==> config.mk <==
export PLATFORM = sky130hd
export DESIGN_NAME = conv_window_gen
export DESIGN_NICKNAME = d
export VERILOG_FILES = /design/src/rtl/conv_window_gen.sv
export SDC_FILE = /design/constraint.sdc
export NUM_CORES = 2
export LEC_CHECK = 0
export CORE_ASPECT_RATIO = 0.75
export CORE_UTILIZATION = 39
export DETAILED_ROUTE_END_ITERATION = 8
export PLACE_DENSITY_LB_ADDON = 0.2
export SYNTH_ARGS = -nofsm -noshare
export SYNTH_HDL_FRONTEND = slang
export SYNTH_SLANG_ARGS = --single-unit
==> constraint.sdc <==
create_clock -name clk -period 17.2 [get_ports clk]
set_input_delay 3.44 -clock clk [delete_from_list [all_inputs] [get_ports clk]]
set_output_delay 3.44 -clock clk [all_outputs]
set_load 0.02 [all_outputs]
==> src/rtl/conv_window_gen.sv <==
// Streaming 3x3 window generator: two line RAMs plus a shift window feed a
// registered 9-pixel output with ready/valid backpressure and a frame FSM.
module conv_window_gen #(
    parameter int IMG_WIDTH  = 224,
    parameter int IMG_HEIGHT = 224,
    parameter int DATA_WIDTH = 8
) (
    input  logic                    clk,
    input  logic                    reset,
    input  logic                    start,
    input  logic [DATA_WIDTH-1:0]   pixel_in,
    input  logic                    pixel_in_valid,
    output logic                    pixel_in_ready,
    output logic [9*DATA_WIDTH-1:0] window_out,
    output logic                    window_valid,
    input  logic                    window_ready,
    output logic                    frame_done,
    output logic                    busy
);
    localparam int AW = (IMG_WIDTH > 1) ? $clog2(IMG_WIDTH) : 1;
    localparam logic [10:0] LAST_COL = 11'(IMG_WIDTH - 1);
    localparam logic [10:0] LAST_ROW = 11'(IMG_HEIGHT - 1);

    typedef enum logic [1:0] {IDLE, RUN, DRAIN, DONE} state_t;

    state_t                  state_q;
    logic [10:0]             col_q;
    logic [10:0]             row_q;
    logic [DATA_WIDTH-1:0]   lb0_mem [IMG_WIDTH];
    logic [DATA_WIDTH-1:0]   lb1_mem [IMG_WIDTH];
    logic [DATA_WIDTH-1:0]   col_new [3];
    logic [9*DATA_WIDTH-1:0] window_d;
    logic [9*DATA_WIDTH-1:0] window_q;
    logic                    window_valid_q;
    logic [AW-1:0]           addr;
    logic                    acc;
    logic                    emit;

    assign pixel_in_ready = (state_q == RUN) && (!window_valid_q || window_ready);
    assign acc            = pixel_in_valid && pixel_in_ready;
    assign emit           = acc && (row_q >= 11'd2) && (col_q >= 11'd2);
    assign addr           = col_q[AW-1:0];
    assign window_out     = window_q;
    assign window_valid   = window_valid_q;
    assign frame_done     = (state_q == DONE);
    assign busy           = (state_q == RUN) || (state_q == DRAIN);

    // Incoming column, oldest row first.
    assign col_new[0] = lb1_mem[addr];
    assign col_new[1] = lb0_mem[addr];
    assign col_new[2] = pixel_in;

    // Read-before-write: the old LB0 entry migrates to LB1 as the new pixel lands.
    always_ff @(posedge clk) begin
        if (acc) begin
            lb1_mem[addr] <= lb0_mem[addr];
            lb0_mem[addr] <= pixel_in;
        end
    end

    // Each row only needs its two most recent columns; the third comes from col_new.
    for (genvar gi = 0; gi < 3; gi++) begin : g_row
        logic [DATA_WIDTH-1:0] tap_q [2];

        always_ff @(posedge clk) begin
            if (reset) begin
                tap_q[0] <= '0;
                tap_q[1] <= '0;
            end else if (acc) begin
                tap_q[0] <= tap_q[1];
                tap_q[1] <= col_new[gi];
            end
        end

        assign window_d[(3*gi+0)*DATA_WIDTH +: DATA_WIDTH] = tap_q[0];
        assign window_d[(3*gi+1)*DATA_WIDTH +: DATA_WIDTH] = tap_q[1];
        assign window_d[(3*gi+2)*DATA_WIDTH +: DATA_WIDTH] = col_new[gi];
    end

    always_ff @(posedge clk) begin
        if (reset) begin
            window_q       <= '0;
            window_valid_q <= 1'b0;
        end else if (emit) begin
            window_q       <= window_d;
            window_valid_q <= 1'b1;
        end else if (window_ready) begin
            window_valid_q <= 1'b0;
        end
    end

    always_ff @(posedge clk) begin
        if (reset) begin
            state_q <= IDLE;
            col_q   <= '0;
            row_q   <= '0;
        end else begin
            case (state_q)
                IDLE: begin
                    col_q <= '0;
                    row_q <= '0;
                    if (start) begin
                        state_q <= RUN;
                    end
                end
                RUN: begin
                    if (acc) begin
                        if (col_q == LAST_COL) begin
                            col_q <= '0;
                            if (row_q == LAST_ROW) begin
                                state_q <= DRAIN;
                            end else begin
                                row_q <= row_q + 11'd1;
                            end
                        end else begin
                            col_q <= col_q + 11'd1;
                        end
                    end
                end
                DRAIN: begin
                    if (!window_valid_q || window_ready) begin
                        state_q <= DONE;
                    end
                end
                DONE:    state_q <= IDLE;
                default: state_q <= IDLE;
            endcase
        end
    end
endmodule

==> results.cfg <==
[run_status]
outcome = complete, but fails checks
failed_checks = max-capacitance violations, max-slew violations

[route]
ant_nets = 0
initialDrtViolationCount = 10800
wl_per_cell_um = 37.5
drt-total-wl_um = 462000
firstDrtPassIters = 6
drc_errors = 0
viasPerCell = 6.06
vias = 74700

[die]
die_area_um2 = 373000
die_w_um = 705
start_util_pct = 39.2
die_y_um = 529
rows = 193
io_pins = 89
core-area_um2 = 369000

[clock_tree]
cts_hold_buf = 0
clockBufferDepth = 4
cts_inserted_buffers = 353
cts_sinks = 3737
clockRootBuffer = clkbuf_16
h-tree-depth = 5
post_cts_resize_count = 0
post-cts-setup-buffers = 0
cts_tree = done
clk_latency_ns = 0.94
clk_pin_slew_worst_paths_ns = 0.06

[layout]
layout_commonest_cell = edfxtp_1
nets = 7164
final_cells = 12300
finalInstanceArea_um2 = 163000
drive_above_1_share_pct = 26.5
syn2layout_area_growth_pct = 12.8
fill_cells = 31200
final_cell_mix = edfxtp_1 (3632), mux4_2 (870), clkbuf_16 (355)
register_area_um2 = 111000
multi_input_area_um2 = 31300

[timing]
finalClockSkew_ns = 0.0550
finalCriticalPeriod_ns = 8.21
setup_viol = 0
max_freq_mhz = 122
rsz0062_at_grt = false
tightest_slew_ns = 1.59
tns_ns = 0
slew_viol_final = 9
period_share_pct = 47.7
slew_headroom_pct = -6.95
final_hold_viol_count = 0
whs_ns = 0.458

[flow_run]
cap_violations = 5

[grt]
top_usage_layer = met2
grt_max_degree = 138
use_met1_pct = 34.7
grt_use_total_pct = 24.4
grt_first_pass_wirelength_um = 624000
grt_util_met2_pct = 35.4
antenna_found_initial = 46
grt_pass1_vias = 72100
grt_use_met3_pct = 8.00
overflow = 0

[logic_synthesis]
synth-seq-cells = 3737
synth_top_cell_by_area = edfxtp_1
synth_cells = 6782
syn-num-nets = 6805
synth-warning-count = 0
syn_avg_cell_area_um2 = 21.3
syn_area_um2 = 145000
synth_flop_cell = edfxtp_1
async_flop_share_pct = 0
synth_edf_count = 3632
synth.area.top_cells = edfxtp_1 (75%), mux4_2 (14%), dfxtp_1 (1.5%)
seq_area_frac_synth_pct = 76.9
synth_top_area_share_pct = 75.5
synthDistinctLibCells = 93

[critical_path]
cp.arrival_ns = 4.77
cp-start-kind = input pin
worstPathMaxFanout = 3
r2r_slack_ns = 9.03
critPathKind = in -> out
r2r_end = lb1_mem[118][2]$_DFFE_PP_
cp-end-kind = output port
rr_worst_depth = 11
cp.required_ns = 13.76

[power]
peakVddDrop_mv = 0.0927
power_density_nw_per_um2 = 129
power_leakage_nw = 48.6

[placed_design]
dpl-instance-area_um2 = 152000
dpl.hpwl_um = 288000
dp.cells = 11700
port_buffers = 88
place_congestion = 0.963

[worst_hold_path]
holdCritStartpoint = window_out[1]$_SDFFE_PP0P_
hold_end = window_out[1]$_SDFFE_PP0P_
min_path_type = reg -> reg
holdPathStages = 2
-- synthesized netlist by cell type (36+ instances only) --
library cell  count
edfxtp_1       3632
mux4_2          870
nor2_1          323
nand2_1         301
mux2i_1         194
a21oi_1         115
dfxtp_1         105
buf_2           102
clkbuf_1        101
a22oi_1          99
o22ai_1          79
buf_4            72
nand3_1          69
buf_6            63
and2_1           46
nor3_1           44
nor2b_1          40
a211oi_1         36
-- report_power, final --
part | total [mW] | internal (mW) | switching (mW)
clock network | 7.65 | 4.20 | 3.45
registers | 10.5 | 10.5 | 0.0345
logic | 2.79 | 0.910 | 1.88
total | 20.9 | 15.6 | 5.36
-- how the worst max path moves through the flow --
stage                 startpoint                         to  cells after the start
floorplan                   flop    lb1_mem[0][1]$_DFFE_PP_                     11
global placement            flop  lb1_mem[220][6]$_DFFE_PP_                     11
detailed placement  window_ready             pixel_in_ready                      4
CTS                         flop  lb1_mem[113][2]$_DFFE_PP_                     11
global route                flop  lb1_mem[112][2]$_DFFE_PP_                     11
finish              window_ready             pixel_in_ready                      4
-- through the flow --
| step | total power, mW | setup WS [ns] | util, % |
|---|---|---|---|
| 2_1_floorplan | 12.5 | 4.97 | - |
| 3_3_place_gp | 13.4 | 8.75 | 41.2 |
| 3_5_place_dp | 13.5 | 8.98 | 41.2 |
| 4_1_cts | 21.0 | 8.93 | 44.2 |
| 5_1_grt | 21.5 | 8.57 | 44.2 |
| 6_report | 20.9 | 8.99 | 44.2 |
-- flip-flops by register name (all words and copies together), names as in the netlist, named ones only --
register      flops
col_q            11
g_row.tap_q      48
lb0_mem        1792
lb1_mem        1792
row_q            11
state_q           2
window_out       72
window_valid      1
-- critical path, cell delays in order --
cell and delay [ns]:
clkdlybuf4s50_1 0.47, nor2b_1 0.08, nor2_1 0.15, clkdlybuf4s50_1 0.63
-- cell families after synthesis --
family          after synthesis  share of synthesized area [%]
flops                      3737                           76.9
mux                        1102                           15.2
simple gates                967                           3.07
compound gates              552                           2.68
buf+inv                     395                           1.91
xor+xnor                     19                          0.115
fa+ha+maj                    10                         0.0866
-- metal layers --
layer	vias to the layer above	share of wire (%)
li1	29100	-
met4	20	3.4
met3	754	12
met2	4263	44
met1	40600	41
met5	-	0.19
-- layout make-up --
class	count	share of cell area, %
sequential	3737	68.2
multi-input combinational	2650	19.2
clock buffer	425	5.64
tap	4875	3.74
timing repair buffer	384	2.04
clock inverter	213	1.08
inverter	15	0.0491
antenna	27	0.0414
Note: power is estimated with default switching activity, not from simulation.
